$ cat config.mk
export PLATFORM = sky130hd
export DESIGN_NAME = idu_buf_flat
export DESIGN_NICKNAME = d
export VERILOG_FILES = /design/src/rtl/idu_buf_if.sv /design/src/rtl/idu_buf.sv /design/src/flat_wrapper.sv
export SDC_FILE = /design/constraint.sdc
export NUM_CORES = 1
export LEC_CHECK = 0
export CORE_UTILIZATION = 45
export CTS_CLUSTER_SIZE = 16
export DETAILED_ROUTE_END_ITERATION = 6
export PLACE_DENSITY = 0.77
export SYNTH_ARGS = -nofsm -noshare
export SYNTH_HDL_FRONTEND = slang
export SYNTH_SLANG_ARGS = --single-unit
$ cat constraint.sdc
create_clock -name clk -period 4.7 [get_ports clk]
set_input_delay 0.94 -clock clk [delete_from_list [all_inputs] [get_ports clk]]
set_output_delay 0.94 -clock clk [all_outputs]
set_load 0.005 [all_outputs]
$ cat src/rtl/idu_buf_if.sv
// rtl/idu_buf_if.sv - fetch-to-decode stream and decoded-bundle signal group
interface idu_buf_if #(
    parameter int XLEN = 32
) ();
    logic            flush;
    logic            in_valid;
    logic            in_ready;
    logic [31:0]     instr_in;
    logic [XLEN-1:0] pc_in;
    logic            out_valid;
    logic            out_ready;
    logic [XLEN-1:0] out_pc;
    logic [XLEN-1:0] imm;
    logic [4:0]      rd;
    logic [4:0]      rs1;
    logic [4:0]      rs2;
    logic [2:0]      funct3;
    logic [2:0]      alu_funct3;
    logic [6:0]      funct7;
    logic [9:0]      ctrl;
    logic [1:0]      mem_size;
    logic            mem_unsigned;

    modport master (
        output flush, in_valid, instr_in, pc_in, out_ready,
        input  in_ready, out_valid, out_pc, imm, rd, rs1, rs2,
               funct3, alu_funct3, funct7, ctrl, mem_size, mem_unsigned
    );

    modport slave (
        input  flush, in_valid, instr_in, pc_in, out_ready,
        output in_ready, out_valid, out_pc, imm, rd, rs1, rs2,
               funct3, alu_funct3, funct7, ctrl, mem_size, mem_unsigned
    );
endinterface

$ cat src/rtl/idu_buf.sv
// rtl/idu_buf.sv - instruction queue with registered RISC-V decode stage
module idu_buf #(
    parameter int XLEN  = 32,
    parameter int DEPTH = 4
) (
    input logic      clk,
    input logic      rst,
    idu_buf_if.slave bus
);
    localparam int AW = $clog2(DEPTH);

    localparam logic [4:0] OPC_LOAD     = 5'b00000;
    localparam logic [4:0] OPC_MISC_MEM = 5'b00011;
    localparam logic [4:0] OPC_OP_IMM   = 5'b00100;
    localparam logic [4:0] OPC_AUIPC    = 5'b00101;
    localparam logic [4:0] OPC_OP_IMM32 = 5'b00110;
    localparam logic [4:0] OPC_STORE    = 5'b01000;
    localparam logic [4:0] OPC_OP       = 5'b01100;
    localparam logic [4:0] OPC_LUI      = 5'b01101;
    localparam logic [4:0] OPC_OP32     = 5'b01110;
    localparam logic [4:0] OPC_BRANCH   = 5'b11000;
    localparam logic [4:0] OPC_JALR     = 5'b11001;
    localparam logic [4:0] OPC_JAL      = 5'b11011;
    localparam logic [4:0] OPC_SYSTEM   = 5'b11100;

    logic [31:0]     q_instr [DEPTH];
    logic [XLEN-1:0] q_pc    [DEPTH];
    logic [AW-1:0]   wr_ptr, rd_ptr;
    logic [AW:0]     count;
    logic            push, pop;

    assign bus.in_ready = (count < (AW+1)'(DEPTH));
    assign push = bus.in_valid && bus.in_ready;
    assign pop  = (count != '0) && (!bus.out_valid || bus.out_ready);

    function automatic logic [XLEN-1:0] sext(input logic [31:0] v);
        return XLEN'($signed(v));
    endfunction

    logic [31:0] ins;
    logic [4:0]  opc;
    logic [2:0]  f3;
    logic [31:0] imm_i, imm_s, imm_b, imm_u, imm_j;

    assign ins   = q_instr[rd_ptr];
    assign opc   = ins[6:2];
    assign f3    = ins[14:12];
    assign imm_i = {{20{ins[31]}}, ins[31:20]};
    assign imm_s = {{20{ins[31]}}, ins[31:25], ins[11:7]};
    assign imm_b = {{19{ins[31]}}, ins[31], ins[7], ins[30:25], ins[11:8], 1'b0};
    assign imm_u = {ins[31:12], 12'b0};
    assign imm_j = {{11{ins[31]}}, ins[31], ins[19:12], ins[20], ins[30:21], 1'b0};

    logic [XLEN-1:0] d_imm;
    logic [4:0]      d_rd, d_rs1, d_rs2;
    logic [2:0]      d_alu;
    logic [6:0]      d_f7;
    logic [1:0]      d_size;
    logic            d_uns;
    logic word_op, mm_re, mm_we, pass, branch, jump, op2_imm, op1_pc, rd_we, ill;

    always_comb begin
        d_imm = '0; d_rd = '0; d_rs1 = '0; d_rs2 = '0; d_alu = '0; d_f7 = '0;
        d_size = '0; d_uns = 1'b0;
        word_op = 1'b0; mm_re = 1'b0; mm_we = 1'b0; pass = 1'b0; branch = 1'b0;
        jump = 1'b0; op2_imm = 1'b0; op1_pc = 1'b0; rd_we = 1'b0; ill = 1'b0;
        case (opc)
            OPC_LOAD: begin
                mm_re = 1'b1; rd_we = 1'b1; op2_imm = 1'b1;
                d_imm = sext(imm_i); d_rd = ins[11:7]; d_rs1 = ins[19:15];
                d_size = f3[1:0]; d_uns = f3[2];
                // LD and LWU only exist on RV64
                if (f3 == 3'b111 || (XLEN == 32 && (f3 == 3'b011 || f3 == 3'b110)))
                    ill = 1'b1;
            end
            OPC_STORE: begin
                mm_we = 1'b1; op2_imm = 1'b1;
                d_imm = sext(imm_s); d_rs1 = ins[19:15]; d_rs2 = ins[24:20];
                d_size = f3[1:0];
                if (f3[2] || (XLEN == 32 && f3 == 3'b011)) ill = 1'b1;
            end
            OPC_BRANCH: begin
                branch = 1'b1; op1_pc = 1'b1; op2_imm = 1'b1;
                d_imm = sext(imm_b); d_rs1 = ins[19:15]; d_rs2 = ins[24:20];
            end
            OPC_JAL: begin
                jump = 1'b1; rd_we = 1'b1; op1_pc = 1'b1; op2_imm = 1'b1; pass = 1'b1;
                d_imm = sext(imm_j); d_rd = ins[11:7];
            end
            OPC_JALR: begin
                jump = 1'b1; rd_we = 1'b1; op2_imm = 1'b1; pass = 1'b1;
                d_imm = sext(imm_i); d_rd = ins[11:7]; d_rs1 = ins[19:15];
            end
            OPC_OP_IMM, OPC_OP_IMM32: begin
                rd_we = 1'b1; op2_imm = 1'b1; pass = 1'b1;
                d_rd = ins[11:7]; d_rs1 = ins[19:15]; d_alu = f3;
                if (opc == OPC_OP_IMM32) begin
                    word_op = 1'b1;
                    if (XLEN == 32) ill = 1'b1;
                end
                if (f3[1:0] == 2'b01) begin
                    // shifts: RV64 widens shamt into instr[25], so funct7 bit 0 is not part of the op
                    if (XLEN == 64) begin
                        d_imm = XLEN'(ins[25:20]);
                        d_f7  = {ins[31:26], 1'b0};
                    end else begin
                        d_imm = XLEN'(ins[24:20]);
                        d_f7  = ins[31:25];
                    end
                end else begin
                    d_imm = sext(imm_i);
                end
            end
            OPC_AUIPC: begin
                rd_we = 1'b1; op1_pc = 1'b1; op2_imm = 1'b1; pass = 1'b1;
                d_imm = sext(imm_u); d_rd = ins[11:7];
            end
            OPC_LUI: begin
                rd_we = 1'b1; op2_imm = 1'b1; pass = 1'b1;
                d_imm = sext(imm_u); d_rd = ins[11:7];
            end
            OPC_OP, OPC_OP32: begin
                rd_we = 1'b1; pass = 1'b1;
                d_rd = ins[11:7]; d_rs1 = ins[19:15]; d_rs2 = ins[24:20];
                d_alu = f3; d_f7 = ins[31:25];
                if (opc == OPC_OP32) begin
                    word_op = 1'b1;
                    if (XLEN == 32) ill = 1'b1;
                end
            end
            OPC_MISC_MEM, OPC_SYSTEM: begin
                d_imm = sext(imm_i); d_rd = ins[11:7]; d_rs1 = ins[19:15];
            end
            default: ill = 1'b1;
        endcase
        if (ins[1:0] != 2'b11) ill = 1'b1;
        // an illegal bundle carries only pc, funct3 and imm through to the trap path
        if (ill) begin
            word_op = 1'b0; mm_re = 1'b0; mm_we = 1'b0; pass = 1'b0; branch = 1'b0;
            jump = 1'b0; op2_imm = 1'b0; op1_pc = 1'b0; rd_we = 1'b0;
            d_rd = '0; d_rs1 = '0; d_rs2 = '0; d_f7 = '0; d_alu = '0;
            d_size = '0; d_uns = 1'b0;
        end
    end

    always_ff @(posedge clk) begin
        if (push && !flush_or_rst()) begin
            q_instr[wr_ptr] <= bus.instr_in;
            q_pc[wr_ptr]    <= bus.pc_in;
        end
    end

    function automatic logic flush_or_rst();
        return rst || bus.flush;
    endfunction

    always_ff @(posedge clk) begin
        if (rst || bus.flush) begin
            count  <= '0;
            wr_ptr <= '0;
            rd_ptr <= '0;
        end else begin
            if (push) wr_ptr <= wr_ptr + AW'(1);
            if (pop)  rd_ptr <= rd_ptr + AW'(1);
            if (push && !pop)      count <= count + (AW+1)'(1);
            else if (pop && !push) count <= count - (AW+1)'(1);
        end
    end

    logic            r_valid;
    logic [XLEN-1:0] r_pc, r_imm;
    logic [4:0]      r_rd, r_rs1, r_rs2;
    logic [2:0]      r_f3, r_alu;
    logic [6:0]      r_f7;
    logic [9:0]      r_ctrl;
    logic [1:0]      r_size;
    logic            r_uns;

    always_ff @(posedge clk) begin
        if (rst) begin
            r_valid <= 1'b0; r_pc <= '0; r_imm <= '0; r_rd <= '0; r_rs1 <= '0;
            r_rs2 <= '0; r_f3 <= '0; r_alu <= '0; r_f7 <= '0; r_ctrl <= '0;
            r_size <= '0; r_uns <= 1'b0;
        end else if (bus.flush) begin
            r_valid <= 1'b0;
        end else if (pop) begin
            r_valid <= 1'b1;
            r_pc    <= q_pc[rd_ptr];
            r_imm   <= d_imm;
            r_rd    <= d_rd;
            r_rs1   <= d_rs1;
            r_rs2   <= d_rs2;
            r_f3    <= f3;
            r_alu   <= d_alu;
            r_f7    <= d_f7;
            r_ctrl  <= {word_op, mm_re, mm_we, pass, branch, jump, op2_imm, op1_pc, rd_we, ill};
            r_size  <= d_size;
            r_uns   <= d_uns;
        end else if (bus.out_ready) begin
            r_valid <= 1'b0;
        end
    end

    assign bus.out_valid    = r_valid;
    assign bus.out_pc       = r_pc;
    assign bus.imm          = r_imm;
    assign bus.rd           = r_rd;
    assign bus.rs1          = r_rs1;
    assign bus.rs2          = r_rs2;
    assign bus.funct3       = r_f3;
    assign bus.alu_funct3   = r_alu;
    assign bus.funct7       = r_f7;
    assign bus.ctrl         = r_ctrl;
    assign bus.mem_size     = r_size;
    assign bus.mem_unsigned = r_uns;
endmodule

$ cat src/flat_wrapper.sv
// flat-port wrapper written by rule: the top's interface ports become plain ports
module idu_buf_flat 
#(
    parameter int XLEN  = 32,
    parameter int DEPTH = 4
)
  (clk, rst, bus_flush, bus_in_valid, bus_instr_in, bus_pc_in, bus_out_ready, bus_in_ready, bus_out_valid, bus_out_pc, bus_imm, bus_rd, bus_rs1, bus_rs2, bus_funct3, bus_alu_funct3, bus_funct7, bus_ctrl, bus_mem_size, bus_mem_unsigned);
  idu_buf_if #(.XLEN(XLEN)) bus_i ();
  input logic clk;
  input logic rst;
  input wire logic [$bits(bus_i.flush)-1:0] bus_flush;
  input wire logic [$bits(bus_i.in_valid)-1:0] bus_in_valid;
  input wire logic [$bits(bus_i.instr_in)-1:0] bus_instr_in;
  input wire logic [$bits(bus_i.pc_in)-1:0] bus_pc_in;
  input wire logic [$bits(bus_i.out_ready)-1:0] bus_out_ready;
  output wire logic [$bits(bus_i.in_ready)-1:0] bus_in_ready;
  output wire logic [$bits(bus_i.out_valid)-1:0] bus_out_valid;
  output wire logic [$bits(bus_i.out_pc)-1:0] bus_out_pc;
  output wire logic [$bits(bus_i.imm)-1:0] bus_imm;
  output wire logic [$bits(bus_i.rd)-1:0] bus_rd;
  output wire logic [$bits(bus_i.rs1)-1:0] bus_rs1;
  output wire logic [$bits(bus_i.rs2)-1:0] bus_rs2;
  output wire logic [$bits(bus_i.funct3)-1:0] bus_funct3;
  output wire logic [$bits(bus_i.alu_funct3)-1:0] bus_alu_funct3;
  output wire logic [$bits(bus_i.funct7)-1:0] bus_funct7;
  output wire logic [$bits(bus_i.ctrl)-1:0] bus_ctrl;
  output wire logic [$bits(bus_i.mem_size)-1:0] bus_mem_size;
  output wire logic [$bits(bus_i.mem_unsigned)-1:0] bus_mem_unsigned;
  assign bus_i.flush = bus_flush;
  assign bus_i.in_valid = bus_in_valid;
  assign bus_i.instr_in = bus_instr_in;
  assign bus_i.pc_in = bus_pc_in;
  assign bus_i.out_ready = bus_out_ready;
  assign bus_in_ready = bus_i.in_ready;
  assign bus_out_valid = bus_i.out_valid;
  assign bus_out_pc = bus_i.out_pc;
  assign bus_imm = bus_i.imm;
  assign bus_rd = bus_i.rd;
  assign bus_rs1 = bus_i.rs1;
  assign bus_rs2 = bus_i.rs2;
  assign bus_funct3 = bus_i.funct3;
  assign bus_alu_funct3 = bus_i.alu_funct3;
  assign bus_funct7 = bus_i.funct7;
  assign bus_ctrl = bus_i.ctrl;
  assign bus_mem_size = bus_i.mem_size;
  assign bus_mem_unsigned = bus_i.mem_unsigned;
  idu_buf #(.XLEN(XLEN), .DEPTH(DEPTH)) u_core (.clk(clk), .rst(rst), .bus(bus_i));
endmodule
==> reports/metrics.yaml <==
power:
  power.total_mw: 8.57
  p_int_mw: 6.25
  p_seq_frac: 0.450
  p_leak_nw: 5.69
  sw_frac_of_total: 0.271
  power_density_mw_per_mm2: 496
  pwr-share-comb: 0.216
  clockPowerShare: 0.334
  switching_power_mw: 2.32
  vdd_drop_max_mv: 0.331
synth:
  ys_ff_latch: 371
  yosys_warnings: 0
  yosys.area.top_type: "edfxtp_1"
  syn_nets: 927
  yosys.area.top_type_share: 0.554
  synthFlopType: "edfxtp_1"
  syn_avg_cell_area_um2: 16.3
  synth.distinct_cells: 63
  seq_area_frac_synth: 0.719
  synth_area_mm2: 0.0139
  synthArstFlopShare: 0
  netlist_instances: 852
  synth_edf_count: 256
  ys_top_cells_by_area: "edfxtp_1 55%, dfxtp_1 17%, mux4_2 9.7%"
critical_path:
  path_class: "reg2reg"
  worstPathArrival_ps: 3680
  critical_path_required_ps: 5150
  crit_chain: "buf_4, mux4_1, or3b_2, a21oi_1, or4_1, a32o_1"
  crit_path_end_kind: "flop"
  cpMaxStageDelayCell: "mux4_1"
  cp_max_fo: 26
  critPathLaunchType: "flop"
  cp_slowest_stage_delay_ps: 680
timing:
  final-setup-viol-count: 0
  clock.fmax_mhz: 310
  holdWs_ps: 453
  rsz0062_at_grt: "no"
  hold_viol: 0
  max_slew_margin: 0.378
  finalClockSkew_ps: 24.2
  tns_ps: 0
  setup_ws_ps: 1470
  slew_viol_final: 0
  worst_pin_slew_ps: 933
  min_period_over_period: 0.686
  fin_crit_ps: 3230
placement:
  dpl.hpwl_um: 18900
  gp_congestion: 0.831
  port_buffers: 175
  placed_area_mm2: 0.0161
  place_ws_ps: 1370
floorplanning:
  rows: 63
  dieArea_mm2: 0.0316
  num_io_pins: 176
  initial_utilization: 0.462
  die_w_um: 178
  core_area_mm2: 0.0300
  die_h_um: 178
cts:
  cts_resized: 0
  cts_tree: "yes"
  postCtsSetupRepairBufs: 0
  cts_root_buf: "clkbuf_16"
  path_clk_slew_ps: 60
  clkSinkCount: 371
  cts_hold_buf: 0
  cts.path.max_buffers: 3
  cts_max_level: 2
  cts_made_buffers: 38
  clk_latency_ps: 520
cells_and_area:
  fill_cells: 2306
  fin_area_mm2: 0.0173
  nNetsFinal: 1106
  syn2layout_area_growth_pct: 24.5
  drive_gt1_frac: 0.153
route:
  vias_per_cell: 5.60
  drt-initial-drc-count: 606
  num_vias: 8127
  drc_errors: 0
  wirelength_um: 29800
  first_pass_iters: 5
  wl_per_cell_um: 20.5
  ant_nets: 0
run:
  cap_violations: 0
grt:
  grt_pass1_wl_um: 45700
  grt_overflow_total: 0
  grt_util_all_layers: 0.191
  grt_pass1_vias: 7979
  antenna_found_initial: 2
  grt_max_degree: 43
worst_hold_path:
  min_path_type: "reg2reg"
  min-delay-start: "u_core.bus.out_pc[8]$_SDFFE_PP0P_"
outcome:
  status: "finished clean"
cells in the mapped netlist, types with 2 or more instances:
cell      instances
o22ai_1           3
ha_1              5
xnor2_1           3
and3_1            7
a21oi_1          46
or4_1             2
or3_1             4
a211oi_1          3
nand2_1         121
nand2b_1          2
dfxtp_1         115
buf_2            10
edfxtp_1        256
clkbuf_1         32
nand3_1           3
buf_1             4
nor3_4            2
mux4_2           60
or3b_2            2
o21ai_0           7
nor2_1           25
buf_6             3
a311o_1           2
o31ai_1           2
a32o_1            9
nor3_1            5
or2_2             7
nor2_2            2
a22o_1           60
nor2b_1           4
inv_1             7
mux4_1            3
a31oi_1           4
xor2_1            3
metal layers:
layer / part of all wire / up-vias / track usage
li1: - / 3666 / -
met1: 0.44 / 4114 / 0.267
met2: 0.48 / 306 / 0.309
met3: 0.069 / 39 / 0.0383
met4: 0.017 / 2 / 0.0456
met5: 0.00040 / - / 0
metrics by stage:
stage                     instances   util
after floorplan                 852      -
after global placement         1381  0.536
after detailed placement       1381  0.536
after CTS                      1450  0.576
after global routing           1450  0.576
final                          1451  0.576
cells by family (layout without fill, tap and decap cells):
family	count (synthesis)	count (layout)	share of synthesized area
AND/OR/NAND/NOR	199	199	0.0676
XOR/XNOR	6	6	0.00379
flip-flops	371	371	0.719
buffers and inverters	58	266	0.0185
other	0	1	0
AO/OA/AOI/OAI	148	148	0.0811
adder cells (fa/ha/maj)	6	6	0.00595
multiplexers	64	64	0.104
sequential cells by signal, summed over array words and instances (netlist names), named ones only:
signal                   flops
u_core.q_instr             128
u_core.q_pc                128
u_core.bus.imm              32
u_core.bus.out_pc           32
u_core.bus.ctrl             10
u_core.bus.funct7            7
u_core.bus.rd                5
u_core.bus.rs1               5
u_core.bus.rs2               5
u_core.bus.alu_funct3        3
u_core.bus.funct3            3
u_core.count                 3
u_core.bus.mem_size          2
u_core.rd_ptr                2
u_core.wr_ptr                2
u_core.bus.mem_unsigned      1
u_core.bus.out_valid         1
worst paths after layout:
path | depth (start not counted) | endpoint | slack, ps
worst min register to register | 2 | u_core.bus.out_pc[8]$_SDFFE_PP0P_ | 450
worst min-delay path | 2 | u_core.bus.out_pc[8]$_SDFFE_PP0P_ | 450
worst max register to register | 6 | u_core.bus.imm[31]$_SDFFE_PP0P_ | 1470
worst max-delay path | 6 | u_core.bus.imm[31]$_SDFFE_PP0P_ | 1470
placed cells by master (no fill, tap or decap), types with 4 or more instances in the layout:
master and instances:
buf_12 4, clkbuf_1 17, nor2b_1 4, nor2_1 24, ha_1 5, edfxtp_1 256
inv_1 7, clkdlybuf4s50_1 174, mux4_2 60, clkbuf_8 7, and3_4 4, o21ai_0 7
a32o_1 9, nand2_1 121, a21oi_1 46, a22o_1 60, or2_2 7, nor3_1 4
clkbuf_16 39, a31oi_1 4, dfxtp_1 112, buf_4 10
worst max-delay path: cells and delay by family, from the launching register on:
kind | cells | cell delay [ps]
AOI/OAI and AO/OA | 2 | 800
and+or+nand+nor | 2 | 760
muxes | 1 | 680
DFF | 1 | 480
buffers and inverters | 1 | 430
layout make-up:
type	count	area, um2	share of cell area
diodes	1	2.50	0.000145
clock buffers	63	1140	0.0657
clock inverters	6	61.3	0.00355
inverters	8	30.0	0.00174
multi-input cells	423	3680	0.213
flip-flops and latches	371	9990	0.578
well taps	390	488	0.0282
repair buffers	189	1900	0.110
power by group through the flow:
stage	registers (mW)	logic, mW	clock network [mW]
6_report	3.85	1.85	2.87
5_1_grt	3.88	2.02	3.05
4_1_cts	3.86	1.86	2.92
3_5_place_dp	3.92	1.85	0
3_3_place_gp	3.92	1.82	0
2_1_floorplan	3.85	1.24	0
Power figures use the tool's default switching activity.
